**config.mk**
```make
export PLATFORM = sky130hd
export DESIGN_NAME = calc_core
export DESIGN_NICKNAME = d
export VERILOG_FILES = /design/src/rtl/calc_pkg.sv /design/src/rtl/calc_operand_reg.sv /design/src/rtl/calc_core.sv
export SDC_FILE = /design/constraint.sdc
export NUM_CORES = 1
export LEC_CHECK = 0
export CORE_MARGIN = 3
export CORE_UTILIZATION = 36
export DETAILED_ROUTE_END_ITERATION = 8
export SETUP_SLACK_MARGIN = 0.3
export SLEW_MARGIN = 20
export SYNTH_ARGS = -nofsm -noshare
export SYNTH_HDL_FRONTEND = slang
export SYNTH_SLANG_ARGS = --single-unit
```
**constraint.sdc**
```tcl
create_clock -name clk -period 1.95 [get_ports clk]
set_input_delay 0.585 -clock clk [delete_from_list [all_inputs] [get_ports clk]]
set_output_delay 0.585 -clock clk [all_outputs]
set_load 0.02 [all_outputs]
```
**src/rtl/calc_pkg.sv**
```systemverilog
// Shared definitions for the calculator core: key codes, ALU op encoding,
// FSM state encoding and small key-classification helpers.
package calc_pkg;

  localparam logic [4:0] KEY_AC  = 5'h10;
  localparam logic [4:0] KEY_ADD = 5'h11;
  localparam logic [4:0] KEY_SUB = 5'h12;
  localparam logic [4:0] KEY_MUL = 5'h13;
  localparam logic [4:0] KEY_DIV = 5'h14;
  localparam logic [4:0] KEY_EQ  = 5'h15;

  typedef enum logic [1:0] {
    OP_ADD = 2'd0,
    OP_SUB = 2'd1,
    OP_MUL = 2'd2,
    OP_DIV = 2'd3
  } alu_op_e;

  typedef enum logic [2:0] {
    ST_ENTER_A = 3'd0,
    ST_OP_WAIT = 3'd1,
    ST_ENTER_B = 3'd2,
    ST_EXEC    = 3'd3,
    ST_RESULT  = 3'd4,
    ST_ERROR   = 3'd5
  } state_e;

  // Codes 0x00-0x0F are hex digits.
  function automatic logic is_digit(input logic [4:0] key);
    return (key[4] == 1'b0);
  endfunction

  // ADD, SUB, MUL and DIV occupy a contiguous block of codes.
  function automatic logic is_operator(input logic [4:0] key);
    return (key >= KEY_ADD) && (key <= KEY_DIV);
  endfunction

  function automatic alu_op_e key_to_op(input logic [4:0] key);
    alu_op_e op;
    case (key)
      KEY_ADD: op = OP_ADD;
      KEY_SUB: op = OP_SUB;
      KEY_MUL: op = OP_MUL;
      KEY_DIV: op = OP_DIV;
      default: op = OP_ADD;
    endcase
    return op;
  endfunction

endpackage

```
**src/rtl/calc_operand_reg.sv**
```systemverilog
// Hex operand register: shifts digits in from the right and tracks how many
// digits have been entered. Clear beats load, load beats shift; a shift while
// full is dropped so the caller can treat that digit as ignored.
module calc_operand_reg #(
  parameter int WIDTH = 16
) (
  input  logic             clk,
  input  logic             rst_n,
  input  logic             i_clear,
  input  logic             i_load,
  input  logic [WIDTH-1:0] i_load_val,
  input  logic             i_load_full,
  input  logic             i_shift,
  input  logic [3:0]       i_digit,
  output logic [WIDTH-1:0] o_value,
  output logic [WIDTH-1:0] o_shifted,
  output logic             o_full
);

  localparam int DIGITS = WIDTH / 4;
  localparam int CW     = $clog2(DIGITS + 1);
  localparam logic [CW-1:0] CNT_MAX = CW'(DIGITS);
  localparam logic [CW-1:0] CNT_ONE = CW'(1);

  logic [WIDTH-1:0] r_value;
  logic [CW-1:0]    r_count;

  assign o_value   = r_value;
  assign o_shifted = (r_value << 4) | WIDTH'(i_digit);
  assign o_full    = (r_count == CNT_MAX);

  // Operand value and digit count update.
  always_ff @(posedge clk or negedge rst_n) begin
    if (!rst_n) begin
      r_value <= '0;
      r_count <= '0;
    end else if (i_clear) begin
      r_value <= '0;
      r_count <= '0;
    end else if (i_load) begin
      r_value <= i_load_val;
      r_count <= i_load_full ? CNT_MAX : CNT_ONE;
    end else if (i_shift && !o_full) begin
      r_value <= o_shifted;
      r_count <= r_count + CNT_ONE;
    end
  end

endmodule

```
**src/rtl/calc_core.sv**
```systemverilog
// Calculator control FSM: accepts key codes, builds operands A and B,
// sequences ALU operations and pushes every display update to the driver.
module calc_core
  import calc_pkg::*;
#(
  parameter int WIDTH = 16
) (
  input  logic             clk,
  input  logic             rst_n,
  input  logic [4:0]       i_data,
  input  logic             i_valid,
  output logic             o_ready,
  output logic             o_alu_start,
  output logic [1:0]       o_alu_op,
  output logic [WIDTH-1:0] o_alu_a,
  output logic [WIDTH-1:0] o_alu_b,
  input  logic             i_alu_done,
  input  logic [WIDTH-1:0] i_alu_result,
  input  logic             i_alu_error,
  output logic [WIDTH-1:0] o_disp_data,
  output logic             o_disp_error,
  output logic             o_disp_valid,
  input  logic             i_disp_ready
);

  state_e           r_state, w_state_nxt;
  alu_op_e          r_op, w_op_nxt;
  alu_op_e          r_pend_op, w_pend_op_nxt;
  logic             r_pend, w_pend_nxt;
  logic             r_alu_start, w_alu_start_nxt;
  logic [WIDTH-1:0] r_disp_data, w_disp_data_nxt;
  logic             r_disp_err, w_disp_err_nxt;
  logic             r_disp_valid, w_disp_valid_nxt;

  logic             w_push;
  logic [WIDTH-1:0] w_push_data;
  logic             w_push_err;

  logic             w_a_clear, w_a_load, w_a_load_full, w_a_shift, w_a_full;
  logic [WIDTH-1:0] w_a_load_val, w_a_value, w_a_shifted;
  logic             w_b_clear, w_b_load, w_b_shift, w_b_full;
  logic [WIDTH-1:0] w_b_value, w_b_shifted;

  logic             w_key_acc;
  logic             w_alu_done;
  logic [WIDTH-1:0] w_digit_val;

  assign o_ready     = (r_state != ST_EXEC) && !r_disp_valid;
  assign w_key_acc   = i_valid && o_ready;
  // The cycle carrying the start pulse is not a valid completion slot.
  assign w_alu_done  = i_alu_done && (r_state == ST_EXEC) && !r_alu_start;
  assign w_digit_val = WIDTH'(i_data[3:0]);

  assign o_alu_start  = r_alu_start;
  assign o_alu_op     = r_op;
  assign o_alu_a      = w_a_value;
  assign o_alu_b      = w_b_value;
  assign o_disp_data  = r_disp_data;
  assign o_disp_error = r_disp_err;
  assign o_disp_valid = r_disp_valid;

  calc_operand_reg #(.WIDTH(WIDTH)) u_opnd_a (
    .clk         (clk),
    .rst_n       (rst_n),
    .i_clear     (w_a_clear),
    .i_load      (w_a_load),
    .i_load_val  (w_a_load_val),
    .i_load_full (w_a_load_full),
    .i_shift     (w_a_shift),
    .i_digit     (i_data[3:0]),
    .o_value     (w_a_value),
    .o_shifted   (w_a_shifted),
    .o_full      (w_a_full)
  );

  calc_operand_reg #(.WIDTH(WIDTH)) u_opnd_b (
    .clk         (clk),
    .rst_n       (rst_n),
    .i_clear     (w_b_clear),
    .i_load      (w_b_load),
    .i_load_val  (w_digit_val),
    .i_load_full (1'b0),
    .i_shift     (w_b_shift),
    .i_digit     (i_data[3:0]),
    .o_value     (w_b_value),
    .o_shifted   (w_b_shifted),
    .o_full      (w_b_full)
  );

  // State and control registers.
  always_ff @(posedge clk or negedge rst_n) begin
    if (!rst_n) begin
      r_state      <= ST_ENTER_A;
      r_op         <= OP_ADD;
      r_pend_op    <= OP_ADD;
      r_pend       <= 1'b0;
      r_alu_start  <= 1'b0;
      r_disp_data  <= '0;
      r_disp_err   <= 1'b0;
      r_disp_valid <= 1'b0;
    end else begin
      r_state      <= w_state_nxt;
      r_op         <= w_op_nxt;
      r_pend_op    <= w_pend_op_nxt;
      r_pend       <= w_pend_nxt;
      r_alu_start  <= w_alu_start_nxt;
      r_disp_data  <= w_disp_data_nxt;
      r_disp_err   <= w_disp_err_nxt;
      r_disp_valid <= w_disp_valid_nxt;
    end
  end

  // Next-state, operand controls and display/ALU handshake decisions.
  always_comb begin
    w_state_nxt      = r_state;
    w_op_nxt         = r_op;
    w_pend_op_nxt    = r_pend_op;
    w_pend_nxt       = r_pend;
    w_alu_start_nxt  = 1'b0;
    w_disp_valid_nxt = r_disp_valid && !i_disp_ready;
    w_disp_data_nxt  = r_disp_data;
    w_disp_err_nxt   = r_disp_err;
    w_push           = 1'b0;
    w_push_data      = '0;
    w_push_err       = 1'b0;
    w_a_clear        = 1'b0;
    w_a_load         = 1'b0;
    w_a_load_val     = i_alu_result;
    w_a_load_full    = 1'b0;
    w_a_shift        = 1'b0;
    w_b_clear        = 1'b0;
    w_b_load         = 1'b0;
    w_b_shift        = 1'b0;

    if (w_key_acc) begin
      if (i_data == KEY_AC) begin
        w_a_clear   = 1'b1;
        w_b_clear   = 1'b1;
        w_op_nxt    = OP_ADD;
        w_pend_nxt  = 1'b0;
        w_state_nxt = ST_ENTER_A;
        w_push      = 1'b1;
      end else if (is_digit(i_data)) begin
        case (r_state)
          ST_ENTER_A: begin
            if (!w_a_full) begin
              w_a_shift   = 1'b1;
              w_push      = 1'b1;
              w_push_data = w_a_shifted;
            end else begin
              w_push = 1'b0;
            end
          end
          ST_OP_WAIT: begin
            w_b_load    = 1'b1;
            w_state_nxt = ST_ENTER_B;
            w_push      = 1'b1;
            w_push_data = w_digit_val;
          end
          ST_ENTER_B: begin
            if (!w_b_full) begin
              w_b_shift   = 1'b1;
              w_push      = 1'b1;
              w_push_data = w_b_shifted;
            end else begin
              w_push = 1'b0;
            end
          end
          ST_RESULT: begin
            w_a_load     = 1'b1;
            w_a_load_val = w_digit_val;
            w_state_nxt  = ST_ENTER_A;
            w_push       = 1'b1;
            w_push_data  = w_digit_val;
          end
          default: begin
            w_push = 1'b0;
          end
        endcase
      end else if (is_operator(i_data)) begin
        case (r_state)
          ST_ENTER_A, ST_OP_WAIT, ST_RESULT: begin
            w_op_nxt    = key_to_op(i_data);
            w_state_nxt = ST_OP_WAIT;
            w_push      = 1'b1;
            w_push_data = w_a_value;
          end
          ST_ENTER_B: begin
            // Chained operator: run the latched op now, apply this one after.
            w_pend_nxt      = 1'b1;
            w_pend_op_nxt   = key_to_op(i_data);
            w_state_nxt     = ST_EXEC;
            w_alu_start_nxt = 1'b1;
          end
          default: begin
            w_push = 1'b0;
          end
        endcase
      end else if ((i_data == KEY_EQ) && (r_state == ST_ENTER_B)) begin
        w_pend_nxt      = 1'b0;
        w_state_nxt     = ST_EXEC;
        w_alu_start_nxt = 1'b1;
      end else begin
        w_push = 1'b0;
      end
    end else if (w_alu_done) begin
      w_push = 1'b1;
      if (i_alu_error) begin
        w_push_err  = 1'b1;
        w_state_nxt = ST_ERROR;
      end else begin
        w_a_load      = 1'b1;
        w_a_load_full = 1'b1;
        w_push_data   = i_alu_result;
        if (r_pend) begin
          w_op_nxt    = r_pend_op;
          w_pend_nxt  = 1'b0;
          w_state_nxt = ST_OP_WAIT;
        end else begin
          w_state_nxt = ST_RESULT;
        end
      end
    end else begin
      w_push = 1'b0;
    end

    if (w_push) begin
      w_disp_valid_nxt = 1'b1;
      w_disp_data_nxt  = w_push_data;
      w_disp_err_nxt   = w_push_err;
    end else begin
      w_disp_err_nxt = r_disp_err;
    end
  end

endmodule

```
==> metrics <==
# nets final=approximately 570; Cell Area, Synth=around 3500 um^2; port bufs=80; commonest non-fill, non-tap cells in the layout=87 x sky130_fd_sc_hd__buf_4, 56 x sky130_fd_sc_hd__dfrtp_1, 33 x sky130_fd_sc_hd__inv_1, 33 x sky130_fd_sc_hd__buf_6, 23 x sky130_fd_sc_hd__nand2_1; Crit path required time=2.18 ns; CTS Buffer Depth=2; number of endpoints failing setup at the final stage=17; Post-DP HPWL=roughly 8.6 mm; source of the worst register-to-register timing path=r_state[0]; logic depth of the worst path, buffers included=6; share of final-layout standard cells stronger than drive strength 1=between 40% and 50%; post-synthesis cell count=345; Main synth FF type=sky130_fd_sc_hd__dfrtp_1; total of max-cap violations=0; clock tree from TritonCTS=built; distinct cell type count of the synthesized netlist=54; number of register bits inferred by synthesis=65; synthesized area per cell=approximately 10 um^2; GRT overflow=0; class of the worst hold path=in2async; number of buffers and inverters on the critical path=1; endpoint of the most critical setup path=r_state[1]; reg2reg end=r_state[1]; register clock-pin slew on the reported worst setup and hold paths=approximately 0.080 ns; final routed wirelength across all metal layers=roughly 13 mm; maximum number of pins on one net before global-route repair=30; initial antenna violation count=0; global-route usage over all layers=approximately a quarter; transition at the pin with the smallest max-transition slack=around 0.50 ns; Starting Density=between 30 and 40%; register-to-register path setup slack=-0.07 ns; number of placement rows=35; Pre-antenna DRT Iters=7; failing checks=setup timing; initial DRC count=between 200 and 250; DRC errors left=0; total die area=between 10000 and 15000 um^2; number of flops mapped to enable cells by yosys=0; filler-free cell count of the finished design=just under 700; crit path capture type=flip-flop; number of clock buffers inserted by TritonCTS=9; start point of the critical path=r_state[0]; final weighted congestion in routability-driven placement=0.834; sequential area share after synthesis=between 40% and 50%; DIE WIDTH=104 um; Hold Vio Cnt, Final=0; Area Overhead vs Synth=75.1%; setup repair after global routing missed its margin=true; critical path cell sequence=buf_6 > or4b_4 > o311ai_4 > a21oi_2 > or3_4 > mux2_4; critical path's slowest cell=sky130_fd_sc_hd__or4b_4; count of yosys warnings during synthesis=0; fraction of registers with async set/reset=100%; via count of the first global-routing pass=between 3000 and 4000; top cells by area in the synthesized netlist=sky130_fd_sc_hd__dfrtp_1 47%, sky130_fd_sc_hd__a22oi_1 3.7%, sky130_fd_sc_hd__inv_1 3.6%; CP max FO=4; number of diodes=0; final clock period utilization by the worst path=103%; delay of the slowest cell on the worst path=between 0.5 and 0.6 ns; Final min period=~2 ns; commonest non-fill, non-tap cell in the layout=sky130_fd_sc_hd__buf_4; wire length of the first global-routing pass=a little over 20 mm; vias after detailed routing=between 3000 and 4000; core outline area=9330 um^2; library cell occupying the most area in the post-synthesis netlist=sky130_fd_sc_hd__dfrtp_1; reg2reg path depth=6; syn nets=376; final clock skew=roughly 0.0095 ns; leakage power summed over all cells=approximately 2.8 nW; area share of the leading cell type in the synthesized netlist=between 40% and 50%; number of nets with antenna violations after routing=0; total number of H-tree levels=3; run status=finished, violations left; crit path DAT=about 2.2 ns; Max transition margin=between 60% and 70%; sink count of the clock tree=between 60 and 70; kind of launch point of the worst setup path=flip-flop; fmax=a little under 0.5 GHz; dominant delay contributor by cell family on the critical path=simple AND/OR/NAND/NOR gates; Max Slew Vio Count=0; crit path kind=reg2reg; clk root buf=sky130_fd_sc_hd__clkbuf_8; Post-Place Worst Slack=-0.645 ns; PnR Total Power=~7.6 mW; dpl cells=606; Pwr per Cell Area=1240 nW/um^2; routed vias/inst=5.45; fin worst setup slack=-0.0658 ns; post-DR wirelength/cell=approximately 19 um; sum of negative setup slack=-0.415 ns; clock latency of the later-clocked register in the worst-skew pair=~0.34 ns; y dimension of the die=104 um; maximum vdd ir drop=between 0.6 and 0.7 mV; Top Ports=around 80
[how the worst min path moves through the flow]
stage	cells after the start	from	end	slack, ns
3_3_place_gp	1	u_opnd_b.o_value[12]	u_opnd_b.o_value[12]	0.48
5_1_grt	1	rst_n	u_opnd_b.o_value[14]	0.19
3_5_place_dp	1	r_pend_op[1]	r_pend_op[1]	0.50
6_report	1	rst_n	u_opnd_b.o_value[14]	0.18
2_1_floorplan	0	rst_n	o_alu_op[0]	0.29
4_1_cts	1	rst_n	u_opnd_b.o_value[14]	0.17
[per-layer routing]
metal  part of all wire (%)  wire, um  vias up  GRT usage [%]
met5                      0         0        -              0
met4                    2.9       372        0           8.36
met3                    5.3       684       25           4.28
met2                     49      6330      156           40.3
met1                     43      5520     1815           31.3
li1                       -         -     1686              -
[cell families after synthesis]
group,after synthesis,synth area share (%)
AOI/OAI and AO/OA,113,25.5
xor gates and xnor gates,3,0.756
adders and majority gates,4,1.44
buffers and inverters,58,7.01
DFF,65,46.8
muxes,18,5.58
and+or+nand+nor,84,12.9
[Yosys cell counts (all sizes together) (4+ instances only)]
library cell  number
mux2              11
a22oi             17
mux2i              7
o21ai             13
nor2              11
a22o              12
ha                 4
nand2             30
a2bb2oi            4
o211ai            13
o31ai              5
a222oi            11
nor2b              6
dfrtp             65
a21oi             13
buf               14
nor3               6
inv               33
a32o              12
clkbuf            11
nand3              7
[registers in the layout (all words and copies together), names as in the netlist]
name / flops
o_alu_op: 2
o_alu_start: 1
o_disp_data: 16
o_disp_error: 1
o_disp_valid: 1
r_pend: 1
r_pend_op: 2
r_state: 3
u_opnd_a.o_value: 16
u_opnd_a.r_count: 3
u_opnd_b.o_value: 16
u_opnd_b.r_count: 3
[what timing repair did]
| item | in CTS | in global routing |
|---|---|---|
| gates resized for setup | 214 | 58 |
| endpoints found under the setup margin | 119 | 103 |
| hold endpoints to repair | 0 | 0 |
| hold buffers | 0 | 0 |
| pin swaps | 27 | 16 |
| buffers inserted | 32 | 19 |
| cloned | 3 | 0 |
[metrics by stage]
stage                     util, %  area [um^2]  hold slack [ns]
after CTS                    63.6         5930            0.175
after floorplan                 -         3710            0.289
after detailed placement     54.8         5110            0.498
after global placement       54.8         5110            0.483
after global routing         65.3         6090            0.187
final                        65.3         6090            0.176
[power by group]
group          internal [mW]  switching (mW)  total (mW)
Sequential              1.78           0.398        2.18
Combinational           2.14            2.08        4.22
Clock                  0.622           0.552        1.17
Total                   4.54            3.03        7.58
[worst register-to-register path, stage by stage, from the launching register on]
cell and delay [ns]:
sky130_fd_sc_hd__dfrtp_1 0.41, sky130_fd_sc_hd__buf_6 0.14, sky130_fd_sc_hd__or4b_4 0.55, sky130_fd_sc_hd__o311ai_4 0.08
sky130_fd_sc_hd__a21oi_2 0.05, sky130_fd_sc_hd__or3_4 0.37, sky130_fd_sc_hd__mux2_4 0.31
[area by class of cell]
type	count	area (um^2)
Clock buffer	11	141
Clock inverter	5	55.1
Fill cell	787	3240
Inverter	33	124
Multi-Input combinational cell	222	2020
Sequential cell	65	1640
Tap cell	129	161
Timing Repair Buffer	211	1960
Power figures use the tool's default switching activity.
